### src/rtl/fetch_pkg.sv
// fetch_pkg: shared types and constants for the rv64I fetch front end.
package fetch_pkg;
  localparam int XLEN = 64;
  localparam int INST_W = 32;
  localparam logic [XLEN-1:0] RESET_PC_DEFAULT = 64'h0000_0000_8000_0000;
  localparam int PC_STEP_DEFAULT = 4;
  typedef enum logic [2:0] {REQ, WAIT, HOLD, DROP, TRAP} fetch_state_t;
endpackage

### src/rtl/fetch_hold_buf.sv
// fetch_hold_buf: one-entry {pc, inst} capture register for a response decode cannot take yet.
module fetch_hold_buf import fetch_pkg::*; (
  input  logic              clk,
  input  logic              rst,
  input  logic              load_i,
  input  logic              clear_i,
  input  logic [XLEN-1:0]   pc_i,
  input  logic [INST_W-1:0] inst_i,
  output logic              valid_o,
  output logic [XLEN-1:0]   pc_o,
  output logic [INST_W-1:0] inst_o
);
  logic              valid_q;
  logic [XLEN-1:0]   pc_q;
  logic [INST_W-1:0] inst_q;
  always_ff @(posedge clk) begin
    if (rst || clear_i) begin
      valid_q <= 1'b0;
      pc_q    <= '0;
      inst_q  <= '0;
    end else if (load_i) begin
      valid_q <= 1'b1;
      pc_q    <= pc_i;
      inst_q  <= inst_i;
    end
  end
  assign valid_o = valid_q;
  assign pc_o    = pc_q;
  assign inst_o  = inst_q;
endmodule

### src/rtl/fetch_redirect_unit.sv
// fetch_redirect_unit: fetch PC owner, single-outstanding imem requester and redirect/flush handler.
// Optional FETCH_MISALIGN_CHECK_EN: misaligned redirect targets trap instead of being aligned down.
module fetch_redirect_unit import fetch_pkg::*; #(
  parameter logic [XLEN-1:0] RESET_PC = RESET_PC_DEFAULT,
  parameter int              PC_STEP  = PC_STEP_DEFAULT
) (
  input  logic              clk,
  input  logic              rst,
  input  logic              fetch_i_need_jump,
  input  logic [XLEN-1:0]   fetch_i_jump_pc,
  input  logic              fetch_i_stall,
  output logic              fetch_o_imem_req_valid,
  input  logic              fetch_i_imem_req_ready,
  output logic [XLEN-1:0]   fetch_o_imem_addr,
  input  logic              fetch_i_imem_resp_valid,
  input  logic [INST_W-1:0] fetch_i_imem_resp_inst,
  output logic              fetch_o_valid,
  output logic [XLEN-1:0]   fetch_o_pc,
  output logic [INST_W-1:0] fetch_o_inst,
`ifdef FETCH_MISALIGN_CHECK_EN
  output logic              fetch_o_misalign,
`endif
  output logic              fetch_o_flush
);
  fetch_state_t      state_q, state_d;
  logic [XLEN-1:0]   pc_q, pc_d, pc_req_q, pc_req_d, buf_pc;
  logic [INST_W-1:0] buf_inst;
  logic              buf_load, buf_clear, buf_valid, outstanding;
`ifdef FETCH_MISALIGN_CHECK_EN
  logic              trap_q, trap_d, stale_q, stale_d;
`endif
  fetch_hold_buf u_buf (
    .clk(clk), .rst(rst), .load_i(buf_load), .clear_i(buf_clear),
    .pc_i(pc_req_q), .inst_i(fetch_i_imem_resp_inst),
    .valid_o(buf_valid), .pc_o(buf_pc), .inst_o(buf_inst)
  );
  always_comb begin
    state_d = state_q;
    pc_d = pc_q;
    pc_req_d = pc_req_q;
    fetch_o_imem_req_valid = 1'b0;
    fetch_o_imem_addr = '0;
    fetch_o_valid = 1'b0;
    fetch_o_pc = '0;
    fetch_o_inst = '0;
    fetch_o_flush = 1'b0;
    buf_load = 1'b0;
    buf_clear = 1'b0;
    outstanding = 1'b0;
`ifdef FETCH_MISALIGN_CHECK_EN
    trap_d = trap_q;
    stale_d = stale_q;
    fetch_o_misalign = 1'b0;
`endif
    if (!rst) begin
      fetch_o_imem_addr = pc_q;
      case (state_q)
        REQ: begin
          fetch_o_imem_req_valid = 1'b1;
          if (fetch_i_imem_req_ready) begin
            pc_req_d = pc_q;
            state_d = WAIT;
          end
        end
        WAIT: if (fetch_i_imem_resp_valid) begin
          if (!fetch_i_stall) begin
            fetch_o_valid = 1'b1;
            fetch_o_pc = pc_req_q;
            fetch_o_inst = fetch_i_imem_resp_inst;
            pc_d = pc_q + XLEN'(PC_STEP);
            state_d = REQ;
          end else begin
            buf_load = 1'b1;
            state_d = HOLD;
          end
        end
        HOLD: begin
          fetch_o_valid = buf_valid;
          fetch_o_pc = buf_pc;
          fetch_o_inst = buf_inst;
          if (!fetch_i_stall) begin
            buf_clear = 1'b1;
            pc_d = pc_q + XLEN'(PC_STEP);
            state_d = REQ;
          end
        end
        DROP: state_d = fetch_i_imem_resp_valid ? REQ : DROP;
`ifdef FETCH_MISALIGN_CHECK_EN
        TRAP: begin
          fetch_o_valid = trap_q;
          fetch_o_misalign = trap_q;
          fetch_o_pc = trap_q ? pc_q : '0;
          trap_d = trap_q && fetch_i_stall;
          stale_d = stale_q && !fetch_i_imem_resp_valid;
        end
`endif
        default: state_d = REQ;
      endcase
      if (fetch_i_need_jump) begin
        // A request still in flight must have its response swallowed by DROP.
        outstanding = ((state_q == DROP || state_q == WAIT) && !fetch_i_imem_resp_valid) ||
                      (state_q == REQ && fetch_i_imem_req_ready);
        fetch_o_flush = 1'b1;
        fetch_o_valid = 1'b0;
        fetch_o_pc = '0;
        fetch_o_inst = '0;
        buf_load = 1'b0;
        buf_clear = 1'b1;
`ifdef FETCH_MISALIGN_CHECK_EN
        outstanding = outstanding || (state_q == TRAP && stale_q && !fetch_i_imem_resp_valid);
        fetch_o_misalign = 1'b0;
        pc_d = fetch_i_jump_pc;
        trap_d = fetch_i_jump_pc[1:0] != 2'b00;
        stale_d = trap_d && outstanding;
        state_d = trap_d ? TRAP : (outstanding ? DROP : REQ);
`else
        pc_d = fetch_i_jump_pc & ~XLEN'(3);
        state_d = outstanding ? DROP : REQ;
`endif
      end
    end
  end
  always_ff @(posedge clk) begin
    if (rst) begin
      state_q  <= REQ;
      pc_q     <= RESET_PC;
      pc_req_q <= '0;
`ifdef FETCH_MISALIGN_CHECK_EN
      trap_q   <= 1'b0;
      stale_q  <= 1'b0;
`endif
    end else begin
      state_q  <= state_d;
      pc_q     <= pc_d;
      pc_req_q <= pc_req_d;
`ifdef FETCH_MISALIGN_CHECK_EN
      trap_q   <= trap_d;
      stale_q  <= stale_d;
`endif
    end
  end
endmodule
### config.mk
export PLATFORM = sky130hd
export DESIGN_NAME = fetch_redirect_unit
export DESIGN_NICKNAME = d
export VERILOG_FILES = /design/src/rtl/fetch_pkg.sv /design/src/rtl/fetch_hold_buf.sv /design/src/rtl/fetch_redirect_unit.sv
export SDC_FILE = /design/constraint.sdc
export NUM_CORES = 1
export LEC_CHECK = 0
export CAP_MARGIN = 20
export CELL_PAD_IN_SITES_DETAIL_PLACEMENT = 0
export CELL_PAD_IN_SITES_GLOBAL_PLACEMENT = 1
export CORE_ASPECT_RATIO = 0.7
export CORE_MARGIN = 3
export CORE_UTILIZATION = 38
export CTS_BUF_LIST = sky130_fd_sc_hd__clkbuf_8
export CTS_CLUSTER_SIZE = 40
export DETAILED_ROUTE_END_ITERATION = 10
export HOLD_SLACK_MARGIN = 0.15
export PLACE_DENSITY_LB_ADDON = 0.1
export REMOVE_ABC_BUFFERS = 1
export SYNTH_ARGS = -nofsm -noshare
export SYNTH_HDL_FRONTEND = slang
export SYNTH_HIERARCHICAL = 1
export SYNTH_SLANG_ARGS = --single-unit
### constraint.sdc
create_clock -name clk -period 2.75 [get_ports clk]
set_input_delay 0.275 -clock clk [delete_from_list [all_inputs] [get_ports clk]]
set_output_delay 0.275 -clock clk [all_outputs]
set_load 0.01 [all_outputs]
==> summary.txt <==
Floorplan
  • Starting utilization of the core area: 38.9%
  • Core Footprint: 0.0291 mm2
  • Die Span Y: 150 um
  • Number of placement rows: 52
  • Chip Width: 212 um
  • IO Count: 265
  • Die area: 0.0319 mm2

Layout
  • Design Area, Final: 0.0154 mm2
  • Net count of the finished layout: 1,778
  • Layout overhead on the synthesized area: 36.6%
  • Sequential cell area: 0.00447 mm2
  • Ratio of cells with drive above 1 in the final layout: 10.5%
  • Filler cell count in the final layout: 2,876
  • Non-Filler Instances: 2,078
  • Share of the core filled with cells: 53.1%
  • Antenna cell count: 0
  • Multi-input combinational cell area: 0.00627 mm2

Synth
  • Synthesized area divided by synthesized cell count: 8.04 um2
  • Sequential element share of the synthesized area: 39.5%
  • Total standard cell area after synthesis: 0.0113 mm2
  • Most common flop cell mapped by yosys: dfxtp_1
  • Unique cell type count in the Yosys netlist: 74
  • Post-synth EDFFs: 0
  • Number of instances in the synthesized netlist: 1,407
  • Area contributors post-synth: dfxtp_1 (39%), mux2i_1 (8.6%), nor2_1 (8.4%), a22oi_1 (6.3%), nand2_1 (5.5%)
  • Yosys reg bits: 223
  • Yosys top cell by area: dfxtp_1
  • Most frequent cells after synthesis: nor2_1 (252), dfxtp_1 (223), nand2_1 (165)
  • Fraction of registers with async set/reset: 0%
  • Count of warnings emitted by yosys: 6
  • Most frequently used cell type in the post-synthesis netlist: nor2_1
  • Proportion of netlist area held by the largest area contributor: 39.5%

Setup path
  • Cells traversed along the worst timing path: inv_2 > ha_4 > nand2_2 > nor2_4 > buf_12 > buf_4 > buf_12 > a22oi_1 > nor2_1 > dlygate4sd2_1
  • Startpoint of the lowest-slack register-to-register path: state_q[0]
  • R2R Setup Slk: 160 ps
  • Critical Path RT: 2480 ps
  • Max stage delay cell, worst path: dfxtp_2
  • Combined buffer and inverter count along the critical path: 5
  • Worst path max stage delay: 350 ps
  • Startpoint types: register
  • Maximum fanout encountered on the critical timing path: 17
  • Arrival time reported for the critical path endpoint: 2360 ps
  • Worst flop-to-flop path endpoint: pc_q[37]
  • Kind of end point of the critical path: primary output
  • Worst reg-to-reg path cell count: 8
  • Delay-heaviest family, CP: buffers and inverters
  • CP dominant cell by count: buf_12
  • Worst setup path category: reg2out

Timing
  • # setup viols final: 0
  • Worst-case clock skew: 10.6 ps
  • Final hold viol count: 0
  • Final count of pins violating max slew: 0
  • Ratio of final minimum period to clock period: 95.7%
  • Final critical-path setup slack: 118 ps
  • Slew at the pin closest to its max-slew limit: 688 ps
  • Shortest period the worst path allows: 2630 ps
  • Fmax: 380 MHz
  • Max-slew headroom: 53.7%
  • Unrepaired setup endpoints after global routing: no

CTS
  • Maximum level of the CTS H-tree: 2
  • CTS tree: built
  • Root cell of the clock tree: clkbuf_8
  • Skew-Pair Late Insertion Delay: 550 ps
  • Count of clock tree sinks: 223
  • Clock-pin slew reported for the worst setup and hold paths after clock tree synthesis: 60 ps
  • Clock buffers created by TritonCTS: 40
  • Max clock buf depth: 3

Pwr
  • Share of power burned in combinational logic: 17.5%
  • Pwr Density: 518 mW/mm2
  • Worst VDD drop: 0.000276 V
  • Switching Share: 29.7%
  • Switching power: 0.00237 W
  • Sequential share of power: 43.8%
  • Leak: 5.59 nW
  • Pint: 0.00562 W
  • Clock network fraction of total power: 38.7%

Drt
  • Routed length per placed instance: 19.3 um
  • Mean number of vias per cell: 5.38
  • Initial DRC count: 877
  • Detailed Routing Iterations Pass 1: 5
  • Number of remaining DRC errors: 0
  • Overall via count from detail_route: 11,200
  • Final antenna-violating net count: 0
  • WL final: 40,100 um

Flow run
  • Max-capacitance violation count: 0

GRT
  • Via count of the first global-routing pass: 10,800
  • Antenna violations before repair: 1
  • Maximum number of pins on one net before global-route repair: 74
  • Layer with the highest usage after global routing: met1
  • Met2 Resource Use GR: 35.6%
  • Met1 Use GR: 36.8%
  • Grt met3 use: 4.52%
  • Total GRT Usage: 24.2%
  • Residual overflow from global routing: 0
  • Global-route wire length before repair: 61,200 um

Placement
  • Cell area reported after detailed placement: 0.0146 mm2
  • Cell total after placement: 1,999
  • Placer congestion estimate: 0.865
  • DP Wirelength: 26,900 um
  • Number of input and output port buffers inserted: 260
  • Placement Setup Slack: 42.7 ps

Min path
  • Worst min-delay path startpoint: fetch_i_need_jump
  • WHS Endpoint: pc_q[10]
  • HP Class: in2reg
  • Worst Hold Path Cells: 4

Status
  • Run status: completed
[flip-flops by register name, summed over array words and instances (netlist names)]
register / cells
u_buf/inst_o: 32
u_buf/valid_o: 1
u_buf/pc_o: 64
pc_q: 62
state_q: 2
pc_req_q: 62
[worst max-delay path by stage]
stage	startpoint	endpoint	slack, ps	depth (start not counted)
2_1_floorplan	state_q[1]	u_buf/inst_o[0]	-11940	6
4_1_cts	state_q[1]	fetch_o_pc[24]	1	10
3_5_place_dp	fetch_i_imem_resp_valid	pc_q[37]	40	7
5_1_grt	state_q[1]	fetch_o_inst[16]	3	8
3_3_place_gp	fetch_i_imem_resp_valid	pc_q[37]	110	7
6_report	state_q[1]	fetch_o_pc[25]	120	10
[area by class of cell]
class,count,share of cell area [%]
multi-input combinational,1040,40.6
sequential,223,28.9
timing repair buffer,345,21.8
clock buffer,48,4.28
tap,378,3.06
clock inverter,23,0.818
inverter,21,0.510
[power by group through the flow]
stage | sequential [W] | combinational [W] | clock, W
2_1_floorplan | 0.00354 | 0.000607 | 0
3_3_place_gp | 0.00356 | 0.00132 | 0
3_5_place_dp | 0.00356 | 0.00133 | 0
4_1_cts | 0.00350 | 0.00141 | 0.00318
5_1_grt | 0.00352 | 0.00151 | 0.00335
6_report | 0.00350 | 0.00140 | 0.00309
[worst reg2reg max path, cell delays in order, from the launching register on]
cell and delay, ps:
dfxtp_2 340, inv_1 150, ha_4 240, mux2_2 200, nand2_2 140, or3_1 580
buf_4 230, or4_1 460, a31oi_1 160
[routing by layer]
metal / routed length, um / vias to the layer above
met2: 16900 / 329
met4: 459 / 2
met1: 20100 / 5325
met3: 2600 / 32
li1: - / 5482
met5: 12 / -
[through the flow]
stage                      TNS, ps  hold slack (ps)  total power (W)
after floorplan           -1374250              344          0.00415
after global placement           0              446          0.00488
after detailed placement         0              456          0.00490
after CTS                        0              230          0.00808
after global routing             0              248          0.00838
final                            0              266          0.00800
[layout by cell type (no fill, tap or decap), types with 21 or more instances in the layout]
cell type / count
a211oi_1: 28
a21oi_1: 71
a22oi_1: 94
buf_4: 68
clkbuf_8: 48
clkdlybuf4s50_1: 171
dfxtp_1: 221
dlygate4sd2_1: 77
inv_1: 34
mux2i_1: 97
nand2_1: 162
nand3_1: 26
nand4_1: 21
nor2_1: 251
nor2b_1: 58
[repair_timing]
item,4_1_cts,5_1_grt
pin swaps,4,2
setup endpoints to repair,95,48
resized for setup,92,17
gates cloned,3,0
setup buffers,4,0
hold endpoints to repair,17,0
hold buffers,1,0
[kinds of logic (layout without fill, tap and decap cells)]
family,Yosys count,in the layout,share of synthesized area [%]
other,1,4,0.0332
flip-flops,223,223,39.5
multiplexers,99,99,8.78
AO/OA/AOI/OAI,265,265,16.4
XOR/XNOR,23,23,1.78
AND/OR/NAND/NOR,644,644,27.1
buffers and inverters,147,437,5.80
adder cells (fa/ha/maj),5,5,0.553
(Power assumes the default switching activity.)
